==> config.mk <==
export PLATFORM = sky130hd
export DESIGN_NAME = cnn_stage_ctrl_flat
export DESIGN_NICKNAME = d
export VERILOG_FILES = /design/src/rtl/cnn_stage_ctrl_if.sv /design/src/rtl/cnn_stage_ctrl.sv /design/src/flat_wrapper.sv
export SDC_FILE = /design/constraint.sdc
export NUM_CORES = 1
export LEC_CHECK = 0
export BUFFER_PORTS_ARGS = -buffer_cell sky130_fd_sc_hd__buf_4
export CORE_MARGIN = 5
export CORE_UTILIZATION = 37
export CTS_CLUSTER_SIZE = 30
export DETAILED_ROUTE_END_ITERATION = 10
export PLACE_DENSITY = 0.54
export SETUP_SLACK_MARGIN = 0.2
export SLEW_MARGIN = 20
export SYNTH_ARGS = -nofsm -noshare
export SYNTH_HDL_FRONTEND = slang
export SYNTH_SLANG_ARGS = --single-unit
export TNS_END_PERCENT = 5
==> constraint.sdc <==
create_clock -name clk -period 5.7 [get_ports clk]
set_clock_uncertainty 0.05 [all_clocks]
set_input_delay 1.14 -clock clk [delete_from_list [all_inputs] [get_ports clk]]
set_output_delay 1.14 -clock clk [all_outputs]
set_load 0.05 [all_outputs]
==> src/rtl/cnn_stage_ctrl_if.sv <==
// cnn_stage_ctrl_if: pixel handshake and per-layer latch enables between the
// stream source, cnn_stage_ctrl and the conv/pool datapaths.
interface cnn_stage_ctrl_if;
  logic start;
  logic in_valid;
  logic read;
  logic S2_en;
  logic C3_en;
  logic S4_en;
  logic C5_en;
  logic busy;
  logic done;
  modport master (output start, in_valid, input read, S2_en, C3_en, S4_en, C5_en, busy, done);
  modport slave (input start, in_valid, output read, S2_en, C3_en, S4_en, C5_en, busy, done);
endinterface

==> src/rtl/cnn_stage_ctrl.sv <==
// cnn_stage_ctrl: enable sequencer for the C1/S2/C3/S4 streaming datapath; per-layer
// coordinate counters and latency lines turn accepted pixels into one-cycle latch enables.
module cnn_stage_ctrl #(
  parameter int IMG      = 32,
  parameter int K        = 5,
  parameter int P        = 2,
  parameter int CONV_LAT = 1,
  parameter int POOL_LAT = 1
) (
  input logic            clk,
  input logic            rst,
  cnn_stage_ctrl_if.slave bus
);
  localparam int C1 = IMG - K + 1;
  localparam int S2 = C1 / P;
  localparam int C3 = S2 - K + 1;
  localparam int F  = 2 * CONV_LAT + 2 * POOL_LAT - 1;
  localparam int W0 = $clog2(IMG);
  localparam int W1 = $clog2(C1);
  localparam int W2 = $clog2(S2);
  localparam int W3 = $clog2(C3);
  localparam int WF = $clog2(F + 1);
  // the accept edge itself is the first latency edge, so the first line is one stage short
  localparam int L1 = CONV_LAT > 1 ? CONV_LAT - 1 : 1;
  typedef enum logic [1:0] {IDLE, RUN, FLUSH, DONE} state_t;
  state_t state_q, state_d;
  logic [W0-1:0] r0_q, r0_d, c0_q, c0_d;
  logic [W1-1:0] r1_q, r1_d, c1_q, c1_d;
  logic [W2-1:0] r2_q, r2_d, c2_q, c2_d;
  logic [W3-1:0] r3_q, r3_d, c3_q, c3_d;
  logic [WF-1:0] fc_q, fc_d;
  logic [L1-1:0] l1_q, l1_d;
  logic [POOL_LAT-1:0] l2_q, l2_d, l4_q, l4_d;
  logic [CONV_LAT-1:0] l3_q, l3_d;
  logic [3:0] en_q, en_d, ev;
  logic clr, acc, adv, f1, f2, f3, f4, last_px;
  always_comb begin
    clr = state_q == IDLE && bus.start;
    acc = state_q == RUN && bus.in_valid;
    adv = acc || state_q == FLUSH;
    last_px = r0_q == W0'(IMG - 1) && c0_q == W0'(IMG - 1);
    f1 = acc && r0_q >= W0'(K - 1) && c0_q >= W0'(K - 1);
    ev[0] = adv && (CONV_LAT == 1 ? f1 : l1_q[L1-1]);
    f2 = ev[0] && r1_q % W1'(P) == W1'(P - 1) && c1_q % W1'(P) == W1'(P - 1);
    ev[1] = adv && l2_q[POOL_LAT-1];
    f3 = ev[1] && r2_q >= W2'(K - 1) && c2_q >= W2'(K - 1);
    ev[2] = adv && l3_q[CONV_LAT-1];
    f4 = ev[2] && r3_q % W3'(P) == W3'(P - 1) && c3_q % W3'(P) == W3'(P - 1);
    ev[3] = adv && l4_q[POOL_LAT-1];
    l1_d = clr ? '0 : adv ? L1'({l1_q, f1}) : l1_q;
    l2_d = clr ? '0 : adv ? POOL_LAT'({l2_q, f2}) : l2_q;
    l3_d = clr ? '0 : adv ? CONV_LAT'({l3_q, f3}) : l3_q;
    l4_d = clr ? '0 : adv ? POOL_LAT'({l4_q, f4}) : l4_q;
    en_d = ev;
  end
  // each stage counter steps on the edge that raises that stage's enable
  always_comb begin
    c0_d = clr ? '0 : !acc ? c0_q : c0_q == W0'(IMG - 1) ? '0 : c0_q + 1'b1;
    r0_d = clr ? '0 : !(acc && c0_q == W0'(IMG - 1)) ? r0_q : r0_q == W0'(IMG - 1) ? '0 : r0_q + 1'b1;
    c1_d = clr ? '0 : !ev[0] ? c1_q : c1_q == W1'(C1 - 1) ? '0 : c1_q + 1'b1;
    r1_d = clr ? '0 : !(ev[0] && c1_q == W1'(C1 - 1)) ? r1_q : r1_q == W1'(C1 - 1) ? '0 : r1_q + 1'b1;
    c2_d = clr ? '0 : !ev[1] ? c2_q : c2_q == W2'(S2 - 1) ? '0 : c2_q + 1'b1;
    r2_d = clr ? '0 : !(ev[1] && c2_q == W2'(S2 - 1)) ? r2_q : r2_q == W2'(S2 - 1) ? '0 : r2_q + 1'b1;
    c3_d = clr ? '0 : !ev[2] ? c3_q : c3_q == W3'(C3 - 1) ? '0 : c3_q + 1'b1;
    r3_d = clr ? '0 : !(ev[2] && c3_q == W3'(C3 - 1)) ? r3_q : r3_q == W3'(C3 - 1) ? '0 : r3_q + 1'b1;
  end
  always_comb begin
    state_d = state_q;
    fc_d = state_q == FLUSH ? fc_q + 1'b1 : '0;
    unique case (state_q)
      IDLE:    state_d = bus.start ? RUN : IDLE;
      RUN:     state_d = acc && last_px ? FLUSH : RUN;
      FLUSH:   state_d = fc_q == WF'(F - 1) ? DONE : FLUSH;
      DONE:    state_d = IDLE;
      default: state_d = IDLE;
    endcase
  end
  always_ff @(posedge clk or posedge rst) begin
    if (rst) begin
      state_q <= IDLE;
      fc_q <= '0;
      r0_q <= '0;
      c0_q <= '0;
      r1_q <= '0;
      c1_q <= '0;
      r2_q <= '0;
      c2_q <= '0;
      r3_q <= '0;
      c3_q <= '0;
      l1_q <= '0;
      l2_q <= '0;
      l3_q <= '0;
      l4_q <= '0;
      en_q <= '0;
    end else begin
      state_q <= state_d;
      fc_q <= fc_d;
      r0_q <= r0_d;
      c0_q <= c0_d;
      r1_q <= r1_d;
      c1_q <= c1_d;
      r2_q <= r2_d;
      c2_q <= c2_d;
      r3_q <= r3_d;
      c3_q <= c3_d;
      l1_q <= l1_d;
      l2_q <= l2_d;
      l3_q <= l3_d;
      l4_q <= l4_d;
      en_q <= en_d;
    end
  end
  assign bus.read = state_q == RUN;
  assign bus.busy = state_q != IDLE;
  assign bus.done = state_q == DONE;
  assign {bus.C5_en, bus.S4_en, bus.C3_en, bus.S2_en} = en_q;
endmodule

==> src/flat_wrapper.sv <==
// flat-port wrapper written by rule: the top's interface ports become plain ports
module cnn_stage_ctrl_flat 
#(
  parameter int IMG      = 32,
  parameter int K        = 5,
  parameter int P        = 2,
  parameter int CONV_LAT = 1,
  parameter int POOL_LAT = 1
)
  (clk, rst, bus_start, bus_in_valid, bus_read, bus_S2_en, bus_C3_en, bus_S4_en, bus_C5_en, bus_busy, bus_done);
  cnn_stage_ctrl_if bus_i ();
  input logic clk;
  input logic rst;
  input wire logic [$bits(bus_i.start)-1:0] bus_start;
  input wire logic [$bits(bus_i.in_valid)-1:0] bus_in_valid;
  output wire logic [$bits(bus_i.read)-1:0] bus_read;
  output wire logic [$bits(bus_i.S2_en)-1:0] bus_S2_en;
  output wire logic [$bits(bus_i.C3_en)-1:0] bus_C3_en;
  output wire logic [$bits(bus_i.S4_en)-1:0] bus_S4_en;
  output wire logic [$bits(bus_i.C5_en)-1:0] bus_C5_en;
  output wire logic [$bits(bus_i.busy)-1:0] bus_busy;
  output wire logic [$bits(bus_i.done)-1:0] bus_done;
  assign bus_i.start = bus_start;
  assign bus_i.in_valid = bus_in_valid;
  assign bus_read = bus_i.read;
  assign bus_S2_en = bus_i.S2_en;
  assign bus_C3_en = bus_i.C3_en;
  assign bus_S4_en = bus_i.S4_en;
  assign bus_C5_en = bus_i.C5_en;
  assign bus_busy = bus_i.busy;
  assign bus_done = bus_i.done;
  cnn_stage_ctrl #(.IMG(IMG), .K(K), .P(P), .CONV_LAT(CONV_LAT), .POOL_LAT(POOL_LAT)) u_core (.clk(clk), .rst(rst), .bus(bus_i));
endmodule
==> flow_metrics.env <==
export IMPL_crit_path_start_kind="register"
export IMPL_cp_data_required_time_ns=4.51
export IMPL_ys_seq_area_share_pct=45.88
export IMPL_worstSkewPairLatency_ns=0.31
export IMPL_cts_clk_slew_worst_paths_ns=0.10
export IMPL_grt_pass1_vias=1802
export IMPL_grt_setup_unrepaired="no"
export IMPL_cts_htree_levels=2
export IMPL_tns_ns=0
export IMPL_final_antenna_net_count=0
export IMPL_dieHeight_um=93.24
export IMPL_fp_dieW_um=93.24
export IMPL_cts_hold_buffers=0
export IMPL_layout_cells_non_filler=353
export IMPL_setup_viol_count_final=0
export IMPL_pwr_density_cell_mw_per_mm2=264.4
export IMPL_crit_path_top_delay_cell="dfrtp_1"
export IMPL_worstSetupEndpointType="output pin"
export IMPL_synthCells=263
export IMPL_synthMuxAreaShare_pct=2.733
export IMPL_synth_cell_types=51
export IMPL_wire_per_inst_um=14.12
export IMPL_grt_pass1_wl_um=8556
export IMPL_ys_ff_latch=47
export IMPL_route_vias_total=1916
export IMPL_leakagePower_nw=1.268
export IMPL_min_period_ns=2.433
export IMPL_cp_max_fo=10
export IMPL_numCtsBuffers=5
export IMPL_grt_start_max_net_pins=48
export IMPL_gr_total_overflow=0
export IMPL_design_die_area_mm2=0.008694
export IMPL_synthAdderAreaFrac_pct=8.297
export IMPL_coreArea_mm2=0.006756
export IMPL_syn_area_mm2=0.002564
export IMPL_finish_net_count=293
export IMPL_status="completed"
export IMPL_syn_to_final_growth_pct=9.029
export IMPL_clock_path_buffers=2
export IMPL_portBuffers=10
export IMPL_synth_avg_cell_area_um2=9.748
export IMPL_final_cell_mix="dfrtp_1 (47), nor2_1 (24), a21oi_1 (21)"
export IMPL_antenna_found_initial=0
export IMPL_routed_via_density=5.428
export IMPL_fin_ws_ns=3.267
export IMPL_synth_top_family_by_area="simple AND/OR/NAND/NOR gates"
export IMPL_synth_ff_type="dfrtp_1"
export IMPL_drt_first_pass_iters=4
export IMPL_drt_iter0_markers=92
export IMPL_gp_congestion=0.7137
export IMPL_drv_cap=0
export IMPL_critPathKind="reg -> out"
export IMPL_synthArstFlopShare_pct=100.0
export IMPL_worst_pin_slew_ns=0.8441
export IMPL_dpl_hpwl_um=3197
export IMPL_core_rowCount=30
export IMPL_vdd_ir_drop_max_mv=0.1355
export IMPL_cts_tree="built"
export IMPL_track_usage_pct=12.24
export IMPL_cts_resized_gates=0
export IMPL_synth_compound_area_share_pct=15.23
export IMPL_post_cts_buffers=0
export IMPL_dp_slack_ns=2.753
export IMPL_cts_root_buffer_cell="clkbuf_8"
export IMPL_synth_edf_count=0
export IMPL_critPathMaxStageDelay_ns=0.50
export IMPL_wl_um=4983
export IMPL_relSlewSlack_pct=43.73
export IMPL_syn_nets=284
export IMPL_initial_core_util_pct=37.94
export IMPL_post_route_drc_count=0
export IMPL_cp_top_family="flip-flops"
export IMPL_min_path_type="reg -> reg"
export IMPL_arrival_ns=1.24
export IMPL_hold_viol_final=0
export IMPL_ys_warn_count=0
export IMPL_drive_gt1_share_pct=10.62
export IMPL_path_buf_inv=2
export IMPL_dp_cells=345
export IMPL_crit_chain="nor2_1 -> inv_1 -> buf_4"
export IMPL_synth_simple_area_share_pct=23.33
export IMPL_period_share_pct=42.69
export IMPL_final_common_cell="dfrtp_1"
export IMPL_synthXorXnorAreaFrac_pct=0
export IMPL_insertedDiodeCount=0
export IMPL_cts_sinks=47
export IMPL_max_freq_mhz=411.0
export IMPL_io_pins=11
export IMPL_slew_viol_final=0
-- metal layers --
metal	GRT usage [%]	routed length [um]	up-vias	part of all wire, %
li1	-	-	958	-
met2	19.83	2314	11	46
met4	4.396	68	0	1.4
met3	2.655	102	7	2.0
met1	16.06	2498	940	50
met5	0	0	-	0
-- Yosys cell counts (3+ instances only) --
cell | n | area (um^2)
o21ai_0 | 14 | 70.07
nand4_1 | 4 | 25.02
dfrtp_1 | 47 | 1176
nand2_1 | 20 | 75.07
nand3b_1 | 4 | 30.03
buf_2 | 3 | 15.01
mux2i_1 | 7 | 70.07
a21oi_1 | 21 | 105.1
o22ai_1 | 4 | 25.02
ha_1 | 17 | 212.7
inv_1 | 17 | 63.81
or3_1 | 3 | 18.77
and3_1 | 6 | 37.54
nand3_1 | 12 | 60.06
a31oi_1 | 3 | 18.77
and2_1 | 4 | 25.02
nor2_1 | 24 | 90.09
a32o_1 | 3 | 30.03
nor3_1 | 5 | 25.02
or4_1 | 3 | 22.52
a41oi_1 | 3 | 26.28
and3b_1 | 3 | 26.28
-- path summary, 6_finish.rpt --
check	startpoint	end	slack, ns	cells past startpoint
worst max-delay path	u_core.state_q[0]	bus_busy	3.27	3
worst min-delay path	u_core.fc_q[0]	u_core.fc_q[0]	0.38	1
worst max register to register	u_core.c0_q[0]	u_core.r0_q[2]	3.36	6
worst min register to register	u_core.fc_q[0]	u_core.fc_q[0]	0.38	1
max in group asynchronous	rst	u_core.r2_q[3]	4.18	2
min in group asynchronous	rst	u_core.r1_q[1]	0.90	2
-- stage by stage --
stage	util (%)	instance area [um^2]	hold slack, ns	power, mW
floorplan	-	2564	0.3532	0.5028
global placement	39.93	2698	0.3671	0.5294
detailed placement	39.93	2698	0.3669	0.5313
CTS	41.28	2789	0.3810	0.7495
global route	41.37	2795	0.3918	0.7892
finish	41.37	2795	0.3794	0.7390
-- area by class of cell --
cell class	count	area, um^2
Clock buffer	5	68.82
Clock inverter	3	22.52
Fill cell	658	3961
Inverter	18	68.82
Multi-Input combinational cell	189	1276
Sequential cell	47	1176
Tap cell	80	100.1
Timing Repair Buffer	11	82.58
-- worst reg2reg max path, stage by stage (launching register included) --
cell	delay (ns)
dfrtp_1	0.44
ha_1	0.20
and3_1	0.16
ha_1	0.36
nand4b_1	0.33
or4b_1	0.56
a21oi_1	0.17
-- logic make-up after synthesis --
| family | count (synthesis) |
|---|---|
| AND/OR/NAND/NOR | 105 |
| adder cells (fa/ha/maj) | 17 |
| multiplexers | 7 |
| buffers and inverters | 27 |
| flip-flops | 47 |
| AO/OA/AOI/OAI | 60 |
-- power by group --
part	total (mW)	leakage (nW)	switching (mW)	internal [mW]
Sequential	0.409	0.629	0.0403	0.368
Combinational	0.116	0.589	0.0680	0.0483
Clock	0.214	0.0489	0.125	0.0889
Total	0.739	1.27	0.233	0.506
-- state kept, by name, indices dropped and copies added (netlist names), named ones only --
name and cells:
u_core.r2_q 4, u_core.r0_q 5, u_core.fc_q 2, u_core.c3_q 4, u_core.l4_q 1, u_core.l3_q 1
u_core.en_q 4, u_core.r1_q 5, u_core.c1_q 5, u_core.c2_q 4, u_core.c0_q 5, u_core.l2_q 1
u_core.state_q 1, u_core.r3_q 4
Power figures use the tool's default switching activity.
